**config.mk**
```make
export PLATFORM = sky130hd
export DESIGN_NAME = seq_detector_param_flat
export DESIGN_NICKNAME = d
export VERILOG_FILES = /design/src/rtl/seq_detector_param_if.sv /design/src/rtl/seq_detector_param.sv /design/src/flat_wrapper.sv
export SDC_FILE = /design/constraint.sdc
export NUM_CORES = 1
export LEC_CHECK = 0
export ABC_AREA = 1
export ABC_CLOCK_PERIOD_IN_PS = 2100
export BUFFER_PORTS_ARGS = -buffer_cell sky130_fd_sc_hd__clkbuf_2
export CORE_MARGIN = 1.5
export CORE_UTILIZATION = 55
export CTS_BUF_LIST = sky130_fd_sc_hd__clkbuf_4 sky130_fd_sc_hd__clkbuf_8
export DETAILED_ROUTE_END_ITERATION = 6
export PLACE_DENSITY = 0.78
export SLEW_MARGIN = 20
export SYNTH_ARGS = -nofsm -noshare
export SYNTH_HDL_FRONTEND = slang
export SYNTH_SLANG_ARGS = --single-unit
```
**constraint.sdc**
```tcl
create_clock -name clk -period 2.1 [get_ports clk]
set_input_delay 0.105 -clock clk [delete_from_list [all_inputs] [get_ports clk]]
set_output_delay 0.105 -clock clk [all_outputs]
set_load 0.05 [all_outputs]
```
**src/rtl/seq_detector_param_if.sv**
```systemverilog
// Serial-detector bus: sample stream, pattern load and counter control going
// in, match pulse, progress and match counter coming back.
//
// Qualifier semantics: d is consumed on a rising clk edge only when en=1.
// pat_ld=1 overrides en, so d is dropped on a load edge. clr_cnt acts on its
// own edge. There is no back-pressure: the detector accepts every qualified
// bit, so there is no ready signal.
interface seq_detector_param_if #(
    parameter int PAT_W = 4,
    parameter int CNT_W = 8
);
    logic             en;
    logic             d;
    logic             pat_ld;
    logic [PAT_W-1:0] pat_in;
    logic             clr_cnt;
    logic             detected;
    logic [PAT_W-1:0] completion;
    logic [CNT_W-1:0] match_cnt;
    logic             cnt_sat;

    modport master (
        output en, d, pat_ld, pat_in, clr_cnt,
        input  detected, completion, match_cnt, cnt_sat
    );

    modport slave (
        input  en, d, pat_ld, pat_in, clr_cnt,
        output detected, completion, match_cnt, cnt_sat
    );
endinterface

```
**src/rtl/seq_detector_param.sv**
```systemverilog
// Parametrised serial pattern detector. The pattern is loadable at run time
// and is received MSB first. Matching can be overlapping or non-overlapping.
// Progress is reported as a thermometer code. Matches are counted in a
// saturating counter. All outputs are registered.
module seq_detector_param #(
    parameter int               PAT_W   = 4,
    parameter logic [PAT_W-1:0] PAT_RST = 4'b1011,
    parameter int               OVERLAP = 1,
    parameter int               CNT_W   = 8
) (
    input  logic                 clk,
    input  logic                 rst_,
    seq_detector_param_if.slave  bus
);
    localparam int FW = $clog2(PAT_W + 1);

    logic [PAT_W-1:0] pat_r;
    logic [PAT_W-1:0] hist;
    logic [FW-1:0]    fill;
    logic             det_r;
    logic [PAT_W-1:0] comp_r;
    logic [CNT_W-1:0] cnt_r;
    logic             sat_r;

    logic [PAT_W-1:0] hist_next;
    logic [FW-1:0]    fill_next;
    logic [PAT_W-1:0] therm;
    logic             match;
    logic             hit;
    logic [CNT_W-1:0] cnt_next;
    logic             sat_next;
    int               best;

    // Longest valid history suffix that equals a pattern prefix, for the bit
    // being sampled now.
    always_comb begin
        hist_next = {hist[PAT_W-2:0], bus.d};
        fill_next = (fill == FW'(PAT_W)) ? fill : fill + FW'(1);
        best      = 0;
        for (int k = 1; k <= PAT_W; k++) begin
            if ((int'(fill_next) >= k) &&
                (((hist_next ^ (pat_r >> (PAT_W - k))) &
                  ({PAT_W{1'b1}} >> (PAT_W - k))) == '0)) begin
                best = k;
            end
        end
        therm = {PAT_W{1'b1}} >> (PAT_W - best);
        match = (best == PAT_W);
    end

    // Next match count. A clear in the same cycle as a match leaves a count
    // of one, because that match is counted after the clear.
    always_comb begin
        hit = bus.en & ~bus.pat_ld & match;
        if (bus.clr_cnt) begin
            cnt_next = hit ? CNT_W'(1) : '0;
            sat_next = &cnt_next;
        end else begin
            cnt_next = match_cnt_inc(cnt_r, hit);
            sat_next = sat_r | (&cnt_next);
        end
    end

    function automatic logic [CNT_W-1:0] match_cnt_inc(input logic [CNT_W-1:0] c,
                                                       input logic inc);
        if (inc && !(&c)) begin
            return c + CNT_W'(1);
        end
        return c;
    endfunction

    // Pattern, history and output registers. A load wins over en and drops d.
    always_ff @(posedge clk or posedge rst_) begin
        if (rst_) begin
            pat_r  <= PAT_RST;
            hist   <= '0;
            fill   <= '0;
            det_r  <= 1'b0;
            comp_r <= '0;
            cnt_r  <= '0;
            sat_r  <= 1'b0;
        end else begin
            det_r <= 1'b0;
            if (bus.pat_ld) begin
                pat_r  <= bus.pat_in;
                fill   <= '0;
                comp_r <= '0;
            end else if (bus.en) begin
                hist   <= hist_next;
                // Without overlap, bits received up to the match are forgotten.
                fill   <= (match && (OVERLAP == 0)) ? '0 : fill_next;
                comp_r <= therm;
                det_r  <= match;
            end
            cnt_r <= cnt_next;
            sat_r <= sat_next;
        end
    end

    assign bus.detected   = det_r;
    assign bus.completion = comp_r;
    assign bus.match_cnt  = cnt_r;
    assign bus.cnt_sat    = sat_r;
endmodule

```
**src/flat_wrapper.sv**
```systemverilog
// flat-port wrapper written by rule: the top's interface ports become plain ports
module seq_detector_param_flat 
#(
    parameter int               PAT_W   = 4,
    parameter logic [PAT_W-1:0] PAT_RST = 4'b1011,
    parameter int               OVERLAP = 1,
    parameter int               CNT_W   = 8
)
  (clk, rst_, bus_en, bus_d, bus_pat_ld, bus_pat_in, bus_clr_cnt, bus_detected, bus_completion, bus_match_cnt, bus_cnt_sat);
  seq_detector_param_if #(.PAT_W(PAT_W), .CNT_W(CNT_W)) bus_i ();
  input  logic clk;
  input  logic rst_;
  input wire logic [$bits(bus_i.en)-1:0] bus_en;
  input wire logic [$bits(bus_i.d)-1:0] bus_d;
  input wire logic [$bits(bus_i.pat_ld)-1:0] bus_pat_ld;
  input wire logic [$bits(bus_i.pat_in)-1:0] bus_pat_in;
  input wire logic [$bits(bus_i.clr_cnt)-1:0] bus_clr_cnt;
  output wire logic [$bits(bus_i.detected)-1:0] bus_detected;
  output wire logic [$bits(bus_i.completion)-1:0] bus_completion;
  output wire logic [$bits(bus_i.match_cnt)-1:0] bus_match_cnt;
  output wire logic [$bits(bus_i.cnt_sat)-1:0] bus_cnt_sat;
  assign bus_i.en = bus_en;
  assign bus_i.d = bus_d;
  assign bus_i.pat_ld = bus_pat_ld;
  assign bus_i.pat_in = bus_pat_in;
  assign bus_i.clr_cnt = bus_clr_cnt;
  assign bus_detected = bus_i.detected;
  assign bus_completion = bus_i.completion;
  assign bus_match_cnt = bus_i.match_cnt;
  assign bus_cnt_sat = bus_i.cnt_sat;
  seq_detector_param #(.PAT_W(PAT_W), .PAT_RST(PAT_RST), .OVERLAP(OVERLAP), .CNT_W(CNT_W)) u_core (.clk(clk), .rst_(rst_), .bus(bus_i));
endmodule
```
==> results_dict.tcl, run 1 <==
set metrics [dict create \
    outcome "complete, no violations" \
    cts-htree-levels 1 \
    wl_mm 3.30 \
    dr_total_vias 1365 \
    antenna_found_initial 0 \
    synthDistinctLibCells 28 \
    initial_utilization_pct 58.7 \
    io_pins 24 \
    maxCapViolCount 0 \
    ff2ff_path_depth 12 \
    cts_tree "yes" \
    synthesis.area_um2 1480 \
    antenna_left 0 \
    dpl.cell_count 251 \
    firstDrtPassIters 4 \
    critPathKind "register to register" \
    crit_chain "ha_1 -> nand3_1 -> nor2_2 -> nand2_2 -> nand3_2 -> nand2_1 -> nand2_2 -> nor2_2 -> nand2_1 -> nor2_1 -> nor2_1 -> nor2_1" \
    clk_latency_ns 0.32 \
    critPathArrivalTime_ns 2.13 \
    area_growth_pct 14.5 \
    synth_nets 215 \
    r2r_setup_slack_ns 0.23 \
    final_cell_area_um2 1690 \
    grt_pass1_wl_mm 5.29 \
    routabilityCongestion 0.854 \
    dieArea_um2 3010 \
    port_buffers 23 \
    vdd_drop_max_uv 410 \
    comb_power_share_pct 20.3 \
    postSynthAreaPerCell_um2 7.36 \
    hpwl_mm 2.54 \
    hold_class "input port to register" \
    cts.clk_slew.worst_paths_ns 0.13 \
    wire_per_inst_um 12.7 \
    rsz0062_at_grt "false" \
    std_cell_rows 18 \
    r2r-start "u_core.bus.match_cnt[0]" \
    cp-end-kind "register" \
    finClkSkew_ns 0.00203 \
    power_leakage_uw 0.000867 \
    ys_seq_elements 24 \
    p_per_area_nw_per_um2 555 \
    critPathMostFrequentCell "nor2_1" \
    grt_usage_pct 24.4 \
    clkPwrFrac_pct 24.2 \
    critPathLaunch "u_core.bus.match_cnt[0]" \
    first_iter_violations 30 \
    viasPerCell 5.25 \
    n_antenna_cell 0 \
    syn_inst 201 \
    yosysSeqAreaShare_pct 40.8 \
    postCtsSetupRepairBufs 0 \
    clock_path_buffers 2 \
    relSlewSlack_pct 40.5 \
    stdcell_count 260 \
    utilization_pct 67.2 \
    p_int_uw 646 \
    ys_warn_count 0 \
    drv_slew 0 \
    crit_required_ns 2.36 \
    rr_endpoint "u_core.bus.cnt_sat" \
    grt_max_degree 25 \
    hold_violations 0 \
    dpl-instance-area_um2 1610 \
    post-route-drc-count 0 \
    fp.dieW_um 54.9 \
    cts_root_buf "clkbuf_4" \
    worstPathMaxFanout 9 \
    p_switching_uw 294 \
    cp_slowest_cell "dfrtp_1" \
    grt_pass1_vias 1274 \
    setup_violations 0 \
    die_y_um 54.9 \
    swShare_pct 31.2 \
    fmax_mhz 533 \
    clock_sinks 24 \
    overflow 0 \
    layout_setup_ws_ns 0.225 \
    place_ws_ns 0.202 \
    cts_made_buffers 3 \
    drive_gt1_share_pct 24.3 \
    period_share_pct 89.3 \
    final_nets 245 \
    core_um2 2520 \
    seqPwrFrac_pct 55.5 \
    period_needed_ns 1.87 \
    crit_end "u_core.bus.cnt_sat" \
    slowest_delay_ns 0.45 \
    start_kind "register" \
    worst_pin_slew_ns 0.891 \
    tns_ns 0 \
]
cell usage in the layout (no fill, tap or decap), types with 4 or more instances in the layout:
master,Yosys,routed
nand3_1,15,15
inv_1,21,20
ha_1,4,4
nor2_1,17,17
dfrtp_1,21,21
o21ai_0,13,13
nand2_1,59,58
clkbuf_4,0,4
inv_2,7,8
clkbuf_2,0,23
nand2_2,9,10
dlygate4sd3_1,0,5
layout make-up:
cell class                 count  area, um2
fill                         219        828
clock buffer                   4       30.0
multi-input combinational    144        741
sequential                    24        604
inverter                      29        109
tap                           30       37.5
timing repair buffer          29        173
repair_timing:
item / CTS / global route
hold endpoints to repair: 25 / 0
resized for setup: 0 / 2
hold buffers: 5 / 0
endpoints found under the setup margin: 0 / 1
state kept, by name, summed over array words and instances (netlist names):
name / cells
u_core.bus.cnt_sat: 1
u_core.bus.completion: 4
u_core.bus.detected: 1
u_core.bus.match_cnt: 8
u_core.fill: 3
u_core.hist: 3
u_core.pat_r: 4
logic make-up (layout without fill, tap and decap cells):
| family | Yosys count | in the layout | synth area share, % |
|---|---|---|---|
| buf+inv | 33 | 62 | 9.30 |
| flops | 24 | 24 | 40.8 |
| xor+xnor | 6 | 6 | 3.55 |
| simple gates | 111 | 111 | 33.8 |
| compound gates | 23 | 23 | 9.13 |
| fa+ha+maj | 4 | 4 | 3.38 |
power groups by stage:
stage / Sequential, uW / Clock, uW / Combinational (uW)
floorplan: 541 / 0 / 129
global placement: 527 / 0 / 179
detailed placement: 529 / 0 / 184
CTS: 521 / 225 / 191
global route: 525 / 238 / 216
finish: 522 / 227 / 191
worst max-delay path, delay by kind of cell (launching register included):
kind / cells / cell delay, ns
DFF: 1 / 0.45
and+or+nand+nor: 11 / 1.15
adders and majority gates: 1 / 0.25
through the flow:
step	hold slack (ns)	power, uW
after floorplan	0.117	670
after global placement	0.301	706
after detailed placement	0.313	713
after CTS	0.0843	937
after global routing	0.0969	978
final	0.0795	940
cells in the mapped netlist:
library cell / number / area share, %
buf_4: 1 / 0.51
buf_2: 2 / 0.68
buf_6: 1 / 0.76
nor2_1: 17 / 4.3
a2111o_1: 1 / 0.76
a41oi_1: 1 / 0.59
nand3_2: 1 / 0.68
xor2_1: 3 / 1.8
nand2_2: 9 / 3.8
nor2_2: 3 / 1.3
inv_2: 7 / 1.8
o21ai_0: 13 / 4.4
xnor2_1: 3 / 1.8
a32oi_1: 1 / 0.59
dfstp_2: 3 / 5.3
a21oi_1: 3 / 1.0
nand3b_1: 1 / 0.51
nand3_1: 15 / 5.1
ha_1: 4 / 3.4
o21bai_1: 1 / 0.51
dfrtp_1: 21 / 36
nand2_1: 59 / 15
nand4_1: 3 / 1.3
nor2_4: 2 / 1.5
clkinv_1: 1 / 0.25
o22ai_1: 3 / 1.3
or2_2: 1 / 0.42
inv_1: 21 / 5.3
layer usage:
| metal | wire length, um | GRT usage [%] | vias to the layer above |
|---|---|---|---|
| met1 | 1540 | 33.1 | 621 |
| met2 | 1550 | 39.1 | 47 |
| met5 | 0 | 0 | - |
| met3 | 163 | 3.28 | 6 |
| met4 | 49 | 9.58 | 0 |
| li1 | - | - | 691 |
worst min path at each step:
stage,startpoint,to,cells past startpoint
after floorplan,rst_,u_core.bus.cnt_sat,1
after global placement,rst_,u_core.bus.cnt_sat,2
after detailed placement,bus_pat_in[0],u_core.pat_r[0],3
after CTS,bus_clr_cnt,u_core.bus.match_cnt[4],2
after global routing,bus_en,u_core.bus.completion[3],4
final,bus_pat_ld,u_core.pat_r[3],2
(Power assumes the default switching activity.)
==> inputs of run 2 (changes only) <==
- ABC_AREA: 1 -> unset
- PLACE_DENSITY: 0.78 -> 0.79
==> run 2 against run 1 <==
  * The run now ends with DRC, hold timing, setup timing left
  * Clock power up 4%
  * Non-clock buffer count up 6
  * Core utilization up 3.9 points
  * Die area down 6.2%
  * Global-route usage down 2.7 points
  * Largest power group unchanged
==> results_dict.tcl, run 2 <==
set metrics [dict create \
    period_needed_ns 2.11 \
    dpl-instance-area_um2 1530 \
    port_buffers 23 \
    r2r-start "u_core.fill[0]" \
    area_growth_pct 17.9 \
    hold_violations 2 \
    wire_per_inst_um 14.2 \
    period_share_pct 101 \
    crit_required_ns 2.36 \
    cts-htree-levels 1 \
    setup_violations 1 \
    grt-busiest-layer "met2" \
    dr_total_vias 1060 \
    drive_gt1_share_pct 38.5 \
    critPathKind "register to register" \
    firstDrtPassIters 7 \
    wl_mm 2.68 \
    worstPathMaxFanout 5 \
    critPathLaunch "u_core.fill[0]" \
    post-route-drc-count 1 \
    cts_made_buffers 3 \
    n_antenna_cell 0 \
    yosys.area.top_type "dfrtp_1" \
    synth_top_cells_by_area "dfrtp_1 (38%), xor2_1 (7.0%), dfstp_2 (5.7%), mux2_2 (5.7%), xnor2_1 (4.4%)" \
    grt_pass1_vias 995 \
    syn_inst 129 \
    vdd_drop_max_uv 471 \
    clock_sinks 24 \
    layout_commonest_cell "clkbuf_2" \
    cp-end-kind "register" \
    clock_path_buffers 2 \
    ys.flop_type "dfrtp_1" \
    final_cell_area_um2 1630 \
    ys_warn_count 0 \
    worst_pin_slew_ns 0.312 \
    synth_edf_count 0 \
    power_leakage_uw 0.000769 \
    met1_usage_pct 28.7 \
    use_met2_pct 34.6 \
    crit_buf_inv 1 \
    antenna_left 0 \
    async_flop_share_pct 100 \
    slowest_delay_ns 0.45 \
    power_uw 963 \
    final_cell_mix "clkbuf_2 (23), dfrtp_1 (21), nor2_1 (14), xor2_1 (11)" \
    finClkSkew_ns 0.00292 \
    utilization_pct 71.0 \
    stdcell_count 189 \
    p_per_area_nw_per_um2 590 \
    ys_seq_elements 24 \
    synth_nets 143 \
    yosysMostFrequentCell "dfrtp_1" \
    hpwl_mm 1.87 \
    cp_slowest_cell "dfrtp_1" \
    hold_start "bus_pat_in[1]" \
    grt_usage_pct 21.7 \
    std_cell_rows 17 \
    layout_setup_ws_ns -0.0124 \
    synth_commonest_cells "dfrtp_1 (21), nor2_1 (14), xor2_1 (11), nand2_1 (9)" \
    grt_max_degree 25 \
    yosys.area.top_type_share_pct 38.0 \
    holdWs_ns -0.00818 \
    cts.clk_slew.worst_paths_ns 0.13 \
    violations "DRC, hold timing, setup timing" \
    hold_class "input port to register" \
    drv_slew 0 \
    rsz0062_at_grt "true" \
    synthesis.area_um2 1380 \
    first_iter_violations 25 \
    maxCapViolCount 0 \
    synthDistinctLibCells 39 \
    cts_root_buf "clkbuf_4" \
    outcome "complete, but fails checks" \
    largest_reg_flops 8 \
    cts_tree "yes" \
    start_kind "register" \
    final_nets 176 \
    die_y_um 53.2 \
    grt_pass1_wl_mm 4.41 \
    dpl.cell_count 178 \
    initial_utilization_pct 60.2 \
    io_pins 24 \
    core_um2 2300 \
    viasPerCell 5.61 \
    crit_family "simple AND/OR/NAND/NOR gates" \
    fp.dieW_um 53.2 \
    fmax_mhz 473 \
    clk_latency_ns 0.33 \
    overflow 0 \
    routabilityCongestion 0.866 \
    relSlewSlack_pct 79.0 \
    postSynthAreaPerCell_um2 10.7 \
    antenna_found_initial 0 \
    dieArea_um2 2830 \
    crit_chain "inv_2 -> ha_4 -> and3b_2 -> or3_4 -> nor3_4 -> mux2i_1 -> o2111ai_1 -> o31ai_2" \
    use_met3_pct 3.39 \
    yosysSeqAreaShare_pct 43.7 \
    critPathArrivalTime_ns 2.37 \
]
## run 2: logic make-up after synthesis
kind of cell               count (synthesis)  share of synthesized area (%)
DFF                                       24                           43.7
AOI/OAI and AO/OA                         15                           7.59
buffers and inverters                     11                           4.25
muxes                                     11                           8.59
and+or+nand+nor                           46                           20.9
adders and majority gates                  4                           3.62
xor gates and xnor gates                  18                           11.4
## run 2: per-stage QoR
| stage | hold slack, ns | TNS [ns] | setup WS (ns) |
|---|---|---|---|
| after global routing | 0.00317 | -0.185 | -0.0992 |
| after global placement | 0.143 | 0 | 0.0871 |
| final | -0.00818 | -0.0124 | -0.0124 |
| after CTS | 0.000391 | -0.0162 | -0.0138 |
| after floorplan | 0.117 | 0 | 0.0136 |
| after detailed placement | 0.159 | -0.0209 | -0.0209 |
## run 2: power breakdown
part           switching, uW  internal, uW  total (uW)  leakage (uW)
clock network            149          87.6         237     0.0000184
registers               32.9           497         530      0.000314
logic                    103          92.5         196      0.000437
total                    285           677         963      0.000769
## run 2: timing repair
item / CTS / global route
buffers inserted: 1 / 4
hold buffers: 1 / 1
gates cloned: 0 / 0
pin swaps: 1 / 2
endpoints found under the setup margin: 2 / 6
gates resized for setup: 1 / 4
hold endpoints to repair: 21 / 1
## run 2: path summary, 6_finish.rpt
check / to / slack (ns) / cells after the start
hold / removal: u_core.pat_r[1] / -0.008 / 2
setup / recovery: u_core.bus.cnt_sat / -0.01 / 8
hold reg to reg: u_core.bus.completion[1] / 0.50 / 2
setup reg to reg: u_core.bus.cnt_sat / -0.01 / 8
max in group asynchronous: u_core.pat_r[1] / 1.49 / 4
min in group asynchronous: u_core.hist[1] / 0.33 / 4
## run 2: routing by layer
layer | wire (um) | part of all wire (%) | up-vias
met2 | 1240 | 46 | 40
li1 | - | - | 508
met3 | 146 | 5.4 | 6
met5 | 0 | 0 | -
met4 | 60 | 2.2 | 0
met1 | 1230 | 46 | 506
## run 2: cell type report
type / instances / area, um2
clock buffers: 4 / 30.0
fillers: 171 / 666
inverters: 4 / 15.0
multi-input cells: 94 / 733
flip-flops and latches: 24 / 604
well taps: 28 / 35.0
repair buffers: 35 / 214
## run 2: worst reg2reg max path, stage by stage (launching register included)
cell,delay [ns]
dfrtp_1,0.45
inv_2,0.11
ha_4,0.13
and3b_2,0.21
or3_4,0.38
nor3_4,0.22
mux2i_1,0.22
o2111ai_1,0.14
o31ai_2,0.18
==> inputs of run 3 (changes only) <==
- BUFFER_PORTS_ARGS: -buffer_cell sky130_fd_sc_hd__clkbuf_2 -> -buffer_cell sky130_fd_sc_hd__buf_2
==> run 3 against run 2 <==
  * The flow now finishes without violations
  * Worst hold slack improved by 0.034 ns
  * Wire length fell by 5.3%
  * Core utilization shrank 2.3 points
  * Via count down 4.8%
  * Power fell by 3.0%
  * Non-clock buffer count down 5
  * Critical path type unchanged
  * Largest cell class unchanged
==> results_dict.tcl, run 3 (synthesis results as in run 2) <==
set metrics [dict create \
    outcome "complete, no violations" \
    crit_family "simple AND/OR/NAND/NOR gates" \
    slowest_delay_ns 0.44 \
    hold_start "bus_pat_in[0]" \
    post-route-drc-count 0 \
    hold_violations 0 \
    initial_utilization_pct 60.2 \
    whs_path_depth 2 \
    n_antenna_cell 0 \
    worst_pin_slew_ns 0.326 \
    dpl.cell_count 177 \
    cts-htree-levels 1 \
    drive_gt1_share_pct 36.5 \
    cts.clk_slew.worst_paths_ns 0.13 \
    maxCapViolCount 0 \
    fmax_mhz 477 \
    grt_pass1_wl_mm 4.34 \
    period_needed_ns 2.10 \
    layout_commonest_cell "buf_2" \
    final_cell_mix "buf_2 (23), dfrtp_1 (21), nor2_1 (14), xor2_1 (11), nand2_1 (9)" \
    io_pins 24 \
    cp-end-kind "register" \
    relSlewSlack_pct 78.1 \
    crit_chain "inv_2 -> ha_1 -> and3b_2 -> or3_4 -> nor3_4 -> mux2i_1 -> o2111ai_1 -> o31ai_2" \
    hpwl_mm 1.91 \
    power_uw 933 \
    crit_buf_inv 1 \
    r2r-start "u_core.fill[0]" \
    register_area_um2 604 \
    antenna_left 0 \
    rsz0062_at_grt "true" \
    hold_class "input port to register" \
    port_buffers 23 \
    clock_sinks 24 \
    std_cell_rows 17 \
    routabilityCongestion 0.821 \
    wl_mm 2.54 \
    clock_path_buffers 2 \
    multi_input_area_um2 723 \
    critPathArrivalTime_ns 2.33 \
    worstPathMaxFanout 5 \
    crit_required_ns 2.33 \
    first_iter_violations 11 \
    start_kind "register" \
    finClkSkew_ns 0.00698 \
    rr_endpoint "u_core.bus.cnt_sat" \
    period_share_pct 99.8 \
    power_leakage_uw 0.000753 \
    tns_ns 0 \
    core_um2 2300 \
    clk_latency_ns 0.31 \
    grt_max_degree 25 \
    r2r_setup_slack_ns 0.004 \
    p_per_area_nw_per_um2 592 \
    cts_root_buf "clkbuf_4" \
    cp_slowest_cell "dfrtp_1" \
    dr_total_vias 1009 \
    area_growth_pct 14.0 \
    cts_tree "yes" \
    final_nets 171 \
    fillers 184 \
    viasPerCell 5.48 \
    stdcell_count 184 \
    largest_reg_flops 8 \
    cts_made_buffers 3 \
    firstDrtPassIters 4 \
    die_y_um 53.2 \
    antenna_found_initial 0 \
    dieArea_um2 2830 \
    wire_per_inst_um 13.8 \
    overflow 0 \
    utilization_pct 68.7 \
    critPathKind "register to register" \
    drv_slew 0 \
    setup_violations 0 \
    fp.dieW_um 53.2 \
    holdWs_ns 0.0253 \
    hold_end "u_core.pat_r[0]" \
    ff2ff_path_depth 8 \
    grt_usage_pct 20.9 \
    grt_pass1_vias 969 \
    vdd_drop_max_uv 418 \
]
## run 3: cell count changes in the layout (fill, tap and decap cells not counted), sizes merged
cell         previous run  this run
clkbuf                 27         4
dlygate4sd3             2         1
buf                    10        29
## run 3: layout make-up
cell class / count / area share [%]
sequential: 24 / 38.3
timing repair buffer: 30 / 10.8
clock buffer: 4 / 1.90
tap: 28 / 2.22
inverter: 4 / 0.952
multi-input combinational: 94 / 45.8
## run 3: how the worst max path moves through the flow
stage,to,start,depth (start not counted)
2_1_floorplan,u_core.bus.cnt_sat,u_core.bus.match_cnt[0],8
3_3_place_gp,u_core.bus.cnt_sat,u_core.fill[0],8
3_5_place_dp,u_core.bus.cnt_sat,u_core.fill[0],8
4_1_cts,u_core.bus.cnt_sat,u_core.fill[0],8
5_1_grt,u_core.bus.cnt_sat,u_core.fill[0],8
6_report,u_core.bus.cnt_sat,u_core.fill[0],8
## run 3: repair_timing
| action | in CTS | in global routing |
|---|---|---|
| endpoints found under the setup margin | 2 | 5 |
| hold endpoints to repair | 21 | 0 |
| resized for setup | 2 | 0 |
| buffers inserted | 0 | 2 |
| hold buffers | 1 | 0 |
| gates cloned | 0 | 0 |
## run 3: power by group
| part | leakage (uW) | total, uW | internal [uW] | switching (uW) |
|---|---|---|---|---|
| logic | 0.000420 | 183 | 81.4 | 101 |
| registers | 0.000314 | 532 | 497 | 34.8 |
| clock network | 0.0000184 | 219 | 87.0 | 132 |
| total | 0.000753 | 933 | 665 | 268 |
## run 3: through the flow
stage               setup WS (ns)  cell area, um2
floorplan                  0.0136            1380
global placement           0.0880            1520
detailed placement        -0.0187            1520
CTS                       -0.0358            1560
global route               -0.127            1580
finish                    0.00430            1580
## run 3: layer usage
metal / part of all wire (%) / wire (um) / track usage (%) / vias up
met4: 0.83 / 21 / 5.13 / 0
met2: 48 / 1220 / 35.2 / 18
met1: 49 / 1230 / 28.5 / 493
met3: 2.4 / 62 / 2.54 / 2
met5: 0 / 0 / 0 / -
li1: - / - / - / 496
